[src/rtl/ram_fill_seq.sv]
// Streams upstream words into a RAM at consecutive (wrapping) addresses,
// reading each word back the following cycle to flag write corruption.
module ram_fill_seq #(
    parameter int addressWidth = 5,
    parameter int dataWidth    = 32
) (
    input  logic                    clk,
    input  logic                    rst_n,
    input  logic                    start,
    input  logic [addressWidth-1:0] base_addr,
    input  logic [addressWidth:0]   length,
    input  logic                    s_valid,
    input  logic [dataWidth-1:0]    s_data,
    output logic                    s_ready,
    output logic                    ram_en,
    output logic                    ram_we,
    output logic [addressWidth-1:0] ram_address,
    output logic [dataWidth-1:0]    ram_din,
    input  logic [dataWidth-1:0]    ram_dout,
    output logic                    busy,
    output logic                    done,
    output logic                    verify_err,
    output logic [addressWidth:0]   word_count
);

    localparam logic [addressWidth:0]   MAX_LEN = {1'b1, {addressWidth{1'b0}}};
    localparam logic [addressWidth:0]   ONE_W   = 1;
    localparam logic [addressWidth-1:0] ONE_A   = 1;

    typedef enum logic [1:0] {IDLE, WRITE, CHECK, DONE} state_t;

    state_t                  state, state_nxt;
    logic [addressWidth-1:0] ptr;
    logic [addressWidth:0]   len_q, len_clamped;
    logic [dataWidth-1:0]    wr_data_q;
    logic                    err_q, chk_pend;
    logic                    start_ok, accept, last_word, mismatch;

    always_comb begin
        len_clamped = (length > MAX_LEN) ? MAX_LEN : length;
        start_ok    = start && (state == IDLE);
        accept      = s_valid && s_ready;
        last_word   = accept && ((word_count + ONE_W) == len_q);
        // chk_pend marks the cycle in which ram_dout reflects the previous write
        mismatch    = chk_pend && (ram_dout != wr_data_q);
    end

    always_comb begin
        state_nxt = state;
        s_ready   = 1'b0;
        done      = 1'b0;
        case (state)
            IDLE:  if (start) state_nxt = (len_clamped == '0) ? DONE : WRITE;
            WRITE: begin
                s_ready = 1'b1;
                if (last_word) state_nxt = CHECK;
            end
            CHECK: state_nxt = DONE;
            DONE: begin
                done      = 1'b1;
                state_nxt = IDLE;
            end
            default: state_nxt = IDLE;
        endcase
    end

    always_ff @(posedge clk or negedge rst_n) begin
        if (!rst_n) state <= IDLE;
        else        state <= state_nxt;
    end

    always_ff @(posedge clk or negedge rst_n) begin
        if (!rst_n) begin
            ptr        <= '0;
            len_q      <= '0;
            word_count <= '0;
            wr_data_q  <= '0;
            err_q      <= 1'b0;
            chk_pend   <= 1'b0;
        end else if (start_ok) begin
            ptr        <= base_addr;
            len_q      <= len_clamped;
            word_count <= '0;
            err_q      <= 1'b0;
            chk_pend   <= 1'b0;
        end else begin
            chk_pend <= accept;
            if (accept) begin
                ptr        <= ptr + ONE_A;
                word_count <= word_count + ONE_W;
                wr_data_q  <= s_data;
            end
            if (mismatch) err_q <= 1'b1;
        end
    end

    assign ram_en      = accept;
    assign ram_we      = accept;
    assign ram_address = ptr;
    assign ram_din     = s_data;
    assign busy        = (state != IDLE);
    assign verify_err  = err_q || mismatch;

endmodule

[config.mk]
export PLATFORM = sky130hd
export DESIGN_NAME = ram_fill_seq
export DESIGN_NICKNAME = d
export VERILOG_FILES = /design/src/rtl/ram_fill_seq.sv
export SDC_FILE = /design/constraint.sdc
export NUM_CORES = 1
export LEC_CHECK = 0
export ABC_AREA = 1
export CAP_MARGIN = 0
export CELL_PAD_IN_SITES_DETAIL_PLACEMENT = 0
export CELL_PAD_IN_SITES_GLOBAL_PLACEMENT = 1
export CORE_MARGIN = 1
export CORE_UTILIZATION = 25
export DETAILED_ROUTE_END_ITERATION = 7
export PLACE_DENSITY_LB_ADDON = 0.1
export REMOVE_ABC_BUFFERS = 1
export SYNTH_ARGS = -nofsm -noshare
export SYNTH_HDL_FRONTEND = slang
export SYNTH_SLANG_ARGS = --single-unit
[constraint.sdc]
create_clock -name clk -period 1.56 [get_ports clk]
set_input_delay 0.312 -clock clk [delete_from_list [all_inputs] [get_ports clk]]
set_output_delay 0.312 -clock clk [all_outputs]
set_load 0.01 [all_outputs]
==> reports/metrics.csv, run 1 <==
stage,metric,value,unit
outcome,status,finished with violations,
outcome,failing checks,setup timing,
synthesis,Netlist cell types,24,
power_and_ir_drop,Internal Power,0.00478,W
final_layout,fin nets,654,
route,drt drc,0,
power_and_ir_drop,Switching Power,0.00287,W
route,1st-iter DRT viols,83,
route,WL per Instance,13.2,µm
final_layout,# diodes,0,
sta,Worst Skew,3.89,ps
global_route,pin count of the biggest net entering global routing,54,
floorplanning,die footprint,12800,µm²
sta,Final Setup Violations,20,
sta,final slew viol count,0,
setup_path,arrival time at the worst endpoint,1550,ps
synthesis,Synth Instances,397,
setup_path,WP data required,1250,ps
final_layout,most frequent cells in the layout,"nand2_1 (117), clkdlybuf4s50_1 (57), buf_4 (55)",
route,total number of vias,2984,
setup_path,worst path bufs/invs,1,
setup_path,"CP delay by family, top",simple AND/OR/NAND/NOR gates,
sta,Final WS setup,-300,ps
clock_network,clk slew on worst S/H paths,70,ps
power_and_ir_drop,power share of the clock group,14.2,%
final_layout,layout cell share with drive strength beyond 1,30.2,%
floorplanning,IO Pins,128,
synthesis,post-synthesis register bit count,53,
floorplanning,row count,40,
clock_network,Sink Count,53,
setup_path,critical-path cell list,"xnor2_1, nand2_1, nor2_1, nand2_1, nor2_2, nand2_1, nand2_2, nand2_1, buf_2",
floorplanning,Die H,113,µm
setup_path,Worst Setup Start Kind,flop,
clock_network,H-tree depth,2,
placed_design,Final Wtd Congestion,0.737,
setup_path,largest stage delay on the critical path,410,ps
clock_network,Bufs on Longest Clock Path,2,
sta,unrepaired setup endpoints after global routing,true,
setup_path,WS Path Type,reg2out,
setup_path,worst setup path startpoint,wr_data_q[6],
clock_network,CTS tree,yes,
sta,"Hold Vio Cnt, Final",0,
floorplanning,core area,12000,µm²
power_and_ir_drop,PwrDens,1400,nW/µm²
final_layout,Filler cells,1227,
power_and_ir_drop,switching part of the total,37.5,%
final_layout,"most common cell after layout, fill and taps aside",nand2_1,
sta,Peak Freq,538,MHz
setup_path,most frequent CP cell,nand2_1,
flow_run,max_cap viols,0,
setup_path,Crit. End Element,output pin,
min_path,Hold Crit Class,in2async,
placed_design,port bufs,127,
route,WL final,9450,µm
power_and_ir_drop,total power,0.00765,W
sta,Hold WS,12.8,ps
sta,Slew @ Worst Pin,359,ps
sta,slew margin rel.,75.8,%
setup_path,reg2reg path depth,10,
power_and_ir_drop,power share of the sequential group,31.9,%
final_layout,multi-input combinational cell area,1610,µm²
setup_path,Crit-path slowest cell,dfrtp_1,
synthesis,syn avg cell area,7.78,µm²
floorplanning,initial core utilization,25.7,%
synthesis,synth warn,0,
clock_network,clock latency on the worst-skew pair,280,ps
global_route,first-pass GRT wire length,14400,µm
synthesis,"Seq/Total Area, Yosys",42.9,%
route,drt pass-1 iters,4,
sta,final worst-path cycle share,119,%
setup_path,R2R Path Start,state[0],
route,Vias/cell,4.17,
global_route,initial antenna violation count,0,
global_route,vias in the first global route,2932,
clock_network,CTS Hold Bufs,0,
final_layout,sequential cell area,1330,µm²
clock_network,total CTS buffers,5,
global_route,gr usage total,14.1,%
sta,Setup TNS,-1440,ps
synthesis,Mapped Area,3090,µm²
power_and_ir_drop,VDD IR max,0.000796,V
route,antenna-violating nets left,0,
sta,min cycle time layout,1860,ps
setup_path,R2R Setup Slk,-80,ps
placed_design,Detailed Place HPWL,6340,µm
final_layout,area delta synth->final,77.4,%
power_and_ir_drop,combinational group share of total power,53.9,%
setup_path,Reg-to-Reg End,wr_data_q[22],
power_and_ir_drop,Lkg Pwr,2.76,nW
floorplanning,Die X,113,µm
global_route,GRT Residual Overflow,0,
clock_network,clock root buffer,clkbuf_16,
setup_path,Worst path depth,9,
setup_path,CP max FO,2,
setup_path,Worst Setup EP,verify_err,
power groups by stage:
stage	registers [W]	clock network, W	logic, W
after global placement	0.00239	0	0.00317
after detailed placement	0.00241	0	0.00320
final	0.00244	0.00108	0.00413
after floorplan	0.00238	0	0.00164
after CTS	0.00239	0.00113	0.00368
after global routing	0.00252	0.00119	0.00457
cell families (layout without fill, tap and decap cells):
logic type	count (synthesis)	after routing	synth area share, %
AND/OR/NAND/NOR	203	203	27.1
buffers and inverters	76	248	13.5
flip-flops	53	53	42.9
XOR/XNOR	31	31	8.79
AO/OA/AOI/OAI	27	27	4.82
adder cells (fa/ha/maj)	7	7	2.84
how the worst min path moves through the flow:
stage	startpoint	slack (ps)	to	cells past startpoint
after floorplan	rst_n	20	chk_pend	0
after global placement	rst_n	340	wr_data_q[13]	2
after detailed placement	rst_n	330	wr_data_q[13]	2
after CTS	rst_n	30	wr_data_q[13]	2
after global routing	rst_n	40	wr_data_q[13]	2
final	rst_n	10	wr_data_q[13]	2
area by class of cell:
| class | count | area share [%] |
|---|---|---|
| sequential | 53 | 24.2 |
| inverter | 35 | 2.58 |
| timing repair buffer | 205 | 37.8 |
| tap | 147 | 3.36 |
| multi-input combinational | 268 | 29.4 |
| clock inverter | 3 | 0.320 |
| clock buffer | 5 | 2.28 |
per-layer routing:
metal,GRT usage (%),vias to the layer above,wire (µm)
li1,-,1542,-
met1,17.5,1362,4230
met2,25.5,76,4740
met3,2.30,4,421
met4,3.42,0,59
met5,0,-,0
through the flow:
step	area [µm²]	std cells	setup slack (ps)	utilization, %
2_1_floorplan	2800	356	-937	-
3_3_place_gp	4710	684	-808	39.3
3_5_place_dp	4710	684	-809	39.3
4_1_cts	5140	711	-409	42.8
5_1_grt	5480	716	-415	45.6
6_report	5480	716	-300	45.6
timing repair:
item / CTS / global route
pin swaps: 13 / 43
resized for setup: 105 / 96
hold endpoints to repair: 0 / 0
cloned: 4 / 4
buffers inserted: 15 / 5
setup endpoints to repair: 85 / 53
state kept, by name, summed over array words and instances (netlist names):
name / cells
ram_address: 5
chk_pend: 1
err_q: 1
wr_data_q: 32
word_count: 6
state: 2
len_q: 6
Yosys cell counts, drive strengths merged:
cell | instances | area (µm²)
dfrtp | 53 | 1330
nand4 | 4 | 25.0
o22ai | 5 | 31.3
inv | 35 | 131
buf | 39 | 278
or2 | 3 | 18.8
o21ai | 15 | 75.1
nand2 | 158 | 603
nor2 | 18 | 80.1
a21oi | 4 | 20.0
o211ai | 2 | 15.0
o21bai | 1 | 7.51
xnor2 | 31 | 272
ha | 7 | 87.6
nor4 | 1 | 6.26
nand3 | 19 | 105
clkbuf | 2 | 7.51
(Power assumes the default switching activity.)
==> inputs of run 2 (changes only) <==
--- a/config.mk
+++ b/config.mk
@@ -6,11 +6,11 @@
 export NUM_CORES = 1
 export LEC_CHECK = 0
 export ABC_AREA = 1
-export CAP_MARGIN = 0
+export CAP_MARGIN = 20
 export CELL_PAD_IN_SITES_DETAIL_PLACEMENT = 0
 export CELL_PAD_IN_SITES_GLOBAL_PLACEMENT = 1
 export CORE_MARGIN = 1
-export CORE_UTILIZATION = 25
+export CORE_UTILIZATION = 27
 export DETAILED_ROUTE_END_ITERATION = 7
 export PLACE_DENSITY_LB_ADDON = 0.1
 export REMOVE_ABC_BUFFERS = 1
==> reports/metrics.csv, run 2 (same netlist as run 1, synthesis figures left out) <==
stage,metric,value,unit,change
placed_design,Final Wtd Congestion,0.778,,+5.6%
setup_path,arrival time at the worst endpoint,1570,ps,+20 ps
clock_network,clock root buffer,clkbuf_16,,
route,drt pass-1 iters,4,,unchanged
final_layout,Largest regs,"wr_data_q (32), len_q (6), word_count (6)",,
power_and_ir_drop,VDD IR max,0.000776,V,-2.5%
sta,final slew viol count,0,,unchanged
global_route,initial antenna violation count,0,,unchanged
floorplanning,die footprint,11900,µm²,-7.3%
power_and_ir_drop,power share of the clock group,15.7,%,+1.5 points
setup_path,"CP delay by family, top",buffers and inverters,,
sta,Peak Freq,530,MHz,-1.3%
flow_run,max_cap viols,0,,unchanged
final_layout,# diodes,0,,unchanged
final_layout,max reg flops,32,,unchanged
final_layout,post-route insts no fill,701,,-2.1%
route,total number of vias,2900,,-2.8%
setup_path,worst path bufs/invs,2,,+1
sta,Hold WS,18.1,ps,+5.22 ps
outcome,failing checks,setup timing,,
setup_path,largest stage delay on the critical path,480,ps,+70 ps
final_layout,Util after Layout,47.8,%,+2.2 points
global_route,vias in the first global route,2817,,-3.9%
placed_design,placed instance count,679,,-0.73%
final_layout,multi-input combinational cell area,1570,µm²,-3.0%
final_layout,Biggest register,wr_data_q,,
final_layout,most frequent cells in the layout,"nand2_1 (124), clkdlybuf4s50_1 (61), buf_4 (54)",,
sta,Worst Skew,4.99,ps,+1.10 ps
setup_path,Crit-path slowest cell,clkdlybuf4s50_1,,
min_path,Hold Crit Class,in2async,,
sta,min cycle time layout,1890,ps,+25.4 ps
setup_path,most frequent CP cell,nand2_1,,
power_and_ir_drop,switching part of the total,36.4,%,-1.2 points
setup_path,CP max FO,2,,unchanged
setup_path,Worst Setup Start Kind,input pin,,
floorplanning,Die H,109,µm,-3.7%
floorplanning,core area,11000,µm²,-8.6%
placed_design,port bufs,127,,unchanged
placed_design,Detailed Place HPWL,6310,µm,-0.48%
final_layout,Filler cells,1120,,-8.7%
floorplanning,IO Pins,128,,unchanged
global_route,first-pass GRT wire length,13300,µm,-7.3%
route,Vias/cell,4.14,,-0.74%
power_and_ir_drop,Internal Power,0.00464,W,-3.0%
route,antenna-violating nets left,0,,unchanged
power_and_ir_drop,Switching Power,0.00265,W,-7.7%
floorplanning,initial core utilization,28.1,%,+2.4 points
global_route,pin count of the biggest net entering global routing,54,,unchanged
setup_path,Crit. End Element,output pin,,
sta,Final WS setup,-326,ps,-25.4 ps
clock_network,clock latency on the worst-skew pair,280,ps,about the same
sta,slew margin rel.,71.9,%,-4.0 points
setup_path,WP data required,1250,ps,about the same
clock_network,clk slew on worst S/H paths,60,ps,about the same
sta,Setup TNS,-326,ps,+1110 ps
route,drt drc,0,,unchanged
setup_path,critical-path cell list,"clkdlybuf4s50_1, xnor2_1, nand2_1, nor2_1, nand2_1, nor2_2, nand2_1, nand2_1, nand2_1, buf_2",,
global_route,GRT Residual Overflow,0,,unchanged
final_layout,area delta synth->final,70.1,%,
sta,"Hold Vio Cnt, Final",0,,unchanged
floorplanning,Die X,109,µm,-3.7%
sta,Final Setup Violations,1,,-95%
sta,final worst-path cycle share,121,%,+1.6 points
clock_network,Sink Count,53,,unchanged
floorplanning,row count,38,,-5.0%
final_layout,fin nets,646,,-1.2%
power_and_ir_drop,Lkg Pwr,2.66,nW,-3.6%
clock_network,total CTS buffers,5,,unchanged
sta,Slew @ Worst Pin,418,ps,+59.2 ps
outcome,status,finished with violations,,
global_route,gr usage total,14.7,%,+0.57 points
sta,unrepaired setup endpoints after global routing,true,,
route,WL per Instance,12.4,µm,-5.9%
power_and_ir_drop,total power,0.00729,W,-4.8%
power_and_ir_drop,PwrDens,1390,nW/µm²,-0.62%
final_layout,sequential cell area,1330,µm²,unchanged
final_layout,layout cell share with drive strength beyond 1,26.9,%,-3.3 points
route,1st-iter DRT viols,103,,+24%
final_layout,"most common cell after layout, fill and taps aside",nand2_1,,
power_and_ir_drop,power share of the sequential group,32.9,%,+1.0 points
route,WL final,8710,µm,-7.9%
clock_network,H-tree depth,2,,unchanged
clock_network,CTS tree,yes,,
clock_network,Bufs on Longest Clock Path,2,,unchanged
power_and_ir_drop,combinational group share of total power,51.5,%,-2.4 points
setup_path,WS Path Type,in2out,,
-- run 2: routing by layer --
metal	vias up	share of wire (%)	global-route usage [%]
li1	1527	-	-
met1	1293	44	18.5
met2	78	48	25.5
met3	2	6.8	2.75
met4	0	0.54	3.96
met5	-	0	0
-- run 2: power groups by stage --
stage	Combinational, W	Sequential, W	Clock, W
after floorplan	0.00164	0.00238	0
after global placement	0.00320	0.00239	0
after detailed placement	0.00322	0.00240	0
after CTS	0.00336	0.00238	0.00119
after global routing	0.00422	0.00247	0.00125
final	0.00375	0.00240	0.00114
-- run 2: through the flow --
stage	area [µm²]	setup slack, ps
after floorplan	2800	-937
after global placement	4720	-799
after detailed placement	4720	-821
after CTS	4950	-384
after global routing	5250	-439
final	5250	-326
-- run 2: final timing paths --
check / start / end / slack, ps / cells after the start
worst max-delay path: ram_dout[3] / verify_err / -330 / 10
worst min-delay path: rst_n / wr_data_q[13] / 20 / 2
worst max register to register: state[1] / wr_data_q[17] / 20 / 8
worst min register to register: wr_data_q[7] / wr_data_q[7] / 490 / 2
max in group asynchronous: rst_n / wr_data_q[1] / 1280 / 2
min in group clk: wr_data_q[7] / wr_data_q[7] / 490 / 2
-- run 2: cell type report --
type	count	share of cell area, %
clock buffer	7	2.91
timing repair buffer	197	36.0
multi-input combinational	268	29.8
clock inverter	1	0.0953
sequential	53	25.3
inverter	35	2.60
tap	140	3.33
-- run 2: what timing repair did --
| action | CTS | global route |
|---|---|---|
| setup buffers | 8 | 3 |
| hold buffers | 0 | 0 |
| resized for setup | 93 | 78 |
| setup endpoints to repair | 64 | 52 |
| gates cloned | 2 | 2 |
| pin swaps | 19 | 33 |
==> inputs of run 3 (changes only) <==
--- a/config.mk
+++ b/config.mk
@@ -14,6 +14,7 @@
 export DETAILED_ROUTE_END_ITERATION = 7
 export PLACE_DENSITY_LB_ADDON = 0.1
 export REMOVE_ABC_BUFFERS = 1
+export SKIP_LAST_GASP = 1
 export SYNTH_ARGS = -nofsm -noshare
 export SYNTH_HDL_FRONTEND = slang
 export SYNTH_SLANG_ARGS = --single-unit
==> reports/metrics.csv, run 3 (same netlist as run 1, synthesis figures left out) <==
stage,metric,value,unit,change
route,drt pass-1 iters,4,,unchanged
setup_path,critical-path cell list,"clkdlybuf4s50_1, xnor2_1, nand2_1, nor2_1, nand2_1, nor2_2, nand2_1, nand2_1, nand2_1, buf_2",,
power_and_ir_drop,Switching Power,0.00263,W,-0.63%
outcome,status,finished with violations,,
setup_path,WS Path Type,in2out,,
floorplanning,core area,11000,µm²,unchanged
power_and_ir_drop,combinational group share of total power,51.4,%,about the same
global_route,vias in the first global route,2814,,-0.11%
route,Vias/cell,4.14,,about the same
final_layout,"most common cell after layout, fill and taps aside",nand2_1,,
power_and_ir_drop,power share of the sequential group,32.8,%,about the same
global_route,initial antenna violation count,0,,unchanged
setup_path,most frequent CP cell,nand2_1,,
final_layout,Util after Layout,47.7,%,-0.091 points
global_route,layer with the highest usage,met2,,
placed_design,Final Wtd Congestion,0.778,,unchanged
final_layout,post-route insts no fill,703,,+0.29%
route,1st-iter DRT viols,104,,+0.97%
final_layout,area delta synth->final,69.7,%,
floorplanning,die footprint,11900,µm²,unchanged
clock_network,Bufs on Longest Clock Path,2,,unchanged
floorplanning,row count,38,,unchanged
sta,unrepaired setup endpoints after global routing,true,,
final_layout,layout cell share with drive strength beyond 1,25.2,%,-1.7 points
setup_path,Crit-path slowest cell,clkdlybuf4s50_1,,
route,antenna-violating nets left,0,,unchanged
power_and_ir_drop,power share of the clock group,15.8,%,about the same
setup_path,Crit. End Element,output pin,,
setup_path,worst setup path startpoint,ram_dout[3],,
flow_run,max_cap viols,0,,unchanged
floorplanning,Die H,109,µm,unchanged
sta,"Hold Vio Cnt, Final",0,,unchanged
setup_path,R2R Path Start,word_count[1],,
sta,Slew @ Worst Pin,411,ps,-6.94 ps
placed_design,placed instance count,679,,unchanged
placed_design,port bufs,127,,unchanged
final_layout,max reg flops,32,,unchanged
setup_path,Worst Setup Start Kind,input pin,,
outcome,failing checks,setup timing,,
clock_network,Sink Count,53,,unchanged
setup_path,CP max FO,2,,unchanged
placed_design,Setup WS pre-CTS,-821,ps,unchanged
global_route,first-pass GRT wire length,13300,µm,about the same
route,drt drc,0,,unchanged
power_and_ir_drop,Lkg Pwr,2.66,nW,-0.14%
setup_path,worst path bufs/invs,2,,unchanged
setup_path,WP data required,1250,ps,about the same
placed_design,Detailed Place HPWL,6310,µm,unchanged
global_route,GRT Residual Overflow,0,,unchanged
final_layout,Biggest register,wr_data_q,,
global_route,gr usage total,14.6,%,-0.025 points
setup_path,arrival time at the worst endpoint,1580,ps,about the same
sta,final slew viol count,0,,unchanged
floorplanning,Die X,109,µm,unchanged
floorplanning,IO Pins,128,,unchanged
sta,Peak Freq,530,MHz,about the same
route,WL final,8730,µm,+0.31%
clock_network,CTS tree,yes,,
power_and_ir_drop,VDD IR max,0.000763,V,-1.7%
final_layout,# diodes,0,,unchanged
clock_network,clk slew on worst S/H paths,60,ps,about the same
setup_path,largest stage delay on the critical path,480,ps,about the same
sta,Setup TNS,-327,ps,-1.66 ps
power_and_ir_drop,Internal Power,0.00463,W,-0.25%
global_route,grt met2 use,25.2,%,-0.22 points
global_route,pin count of the biggest net entering global routing,54,,unchanged
route,total number of vias,2910,,+0.34%
setup_path,"CP delay by family, top",buffers and inverters,,
floorplanning,initial core utilization,28.1,%,unchanged
sta,Final Setup Violations,1,,unchanged
sta,Worst Skew,3.75,ps,-1.23 ps
sta,final worst-path cycle share,121,%,about the same
power_and_ir_drop,PwrDens,1390,nW/µm²,-0.20%
sta,slew margin rel.,72.4,%,+0.47 points
final_layout,most frequent cells in the layout,"nand2_1 (132), clkdlybuf4s50_1 (61), buf_4 (58)",,
final_layout,Largest regs,"wr_data_q (32), len_q (6), word_count (6)",,
min_path,Hold Crit Class,in2async,,
clock_network,clock root buffer,clkbuf_16,,
final_layout,fin nets,648,,+0.31%
clock_network,total CTS buffers,5,,unchanged
sta,Final WS setup,-327,ps,-1.66 ps
sta,min cycle time layout,1890,ps,+1.66 ps
clock_network,clock latency on the worst-skew pair,280,ps,about the same
global_route,met3 Resource Use GR,2.75,%,unchanged
route,WL per Instance,12.4,µm,about the same
clock_network,H-tree depth,2,,unchanged
global_route,met1 usage,18.6,%,+0.11 points
power_and_ir_drop,switching part of the total,36.3,%,-0.087 points
==> run 3: changes by cell type in the layout (fill, tap and decap cells not counted), moves of 2 or more <==
cell,change
o21ai_2,-2
nand2_2,-7
buf_4,+4
nand2_1,+8
==> run 3: path summary, 6_finish.rpt <==
path | end | slack, ps | cells past startpoint
max in group asynchronous | word_count[2] | 1290 | 2
worst min-delay path | wr_data_q[13] | 10 | 2
worst max register to register | state[1] | 10 | 12
worst max-delay path | verify_err | -330 | 10
min in group clk | wr_data_q[0] | 490 | 2
worst min register to register | wr_data_q[0] | 490 | 2
==> run 3: repair_timing <==
action | 4_1_cts | 5_1_grt
setup endpoints to repair | 64 | 51
setup buffers | 8 | 5
resized for setup | 90 | 68
hold buffers | 0 | 0
pin swaps | 19 | 31
cloned | 2 | 2
==> run 3: cell type report <==
type | count | area (µm²)
Multi-Input combinational cell | 268 | 1540
Clock inverter | 1 | 5.00
Clock buffer | 7 | 153
Fill cell | 1124 | 5740
Sequential cell | 53 | 1330
Inverter | 35 | 136
Tap cell | 140 | 175
Timing Repair Buffer | 199 | 1910
==> run 3: power groups by stage <==
stage | Combinational, W | Clock, W | Sequential [W]
2_1_floorplan | 0.00164 | 0 | 0.00238
3_3_place_gp | 0.00320 | 0 | 0.00239
3_5_place_dp | 0.00322 | 0 | 0.00240
4_1_cts | 0.00336 | 0.00119 | 0.00238
5_1_grt | 0.00420 | 0.00125 | 0.00246
6_report | 0.00373 | 0.00115 | 0.00238
==> run 3: worst register-to-register path: stages, from the launching register on <==
cell and delay, ps:
dfrtp_1 410, ha_4 280, inv_2 30, nand2_1 40, nand3_1 70, nor2_1 90, nand2_1 70, nor2_2 90
nand3_2 90, nand2_2 90, nand2_2 60, nand2_1 60, nand2_1 50
==> run 3: layer usage <==
metal	up-vias	share of wire [%]
li1	1528	-
met1	1292	45
met2	84	48
met3	6	6.7
met4	0	0.72
met5	-	0
==> run 3: metrics by stage <==
step	instance area, µm²	hold slack [ps]	power, W
6_report	5240	14.4	0.00726
4_1_cts	4960	32.0	0.00694
5_1_grt	5240	37.0	0.00790
2_1_floorplan	2800	16.4	0.00402
3_5_place_dp	4720	332	0.00562
3_3_place_gp	4720	337	0.00559
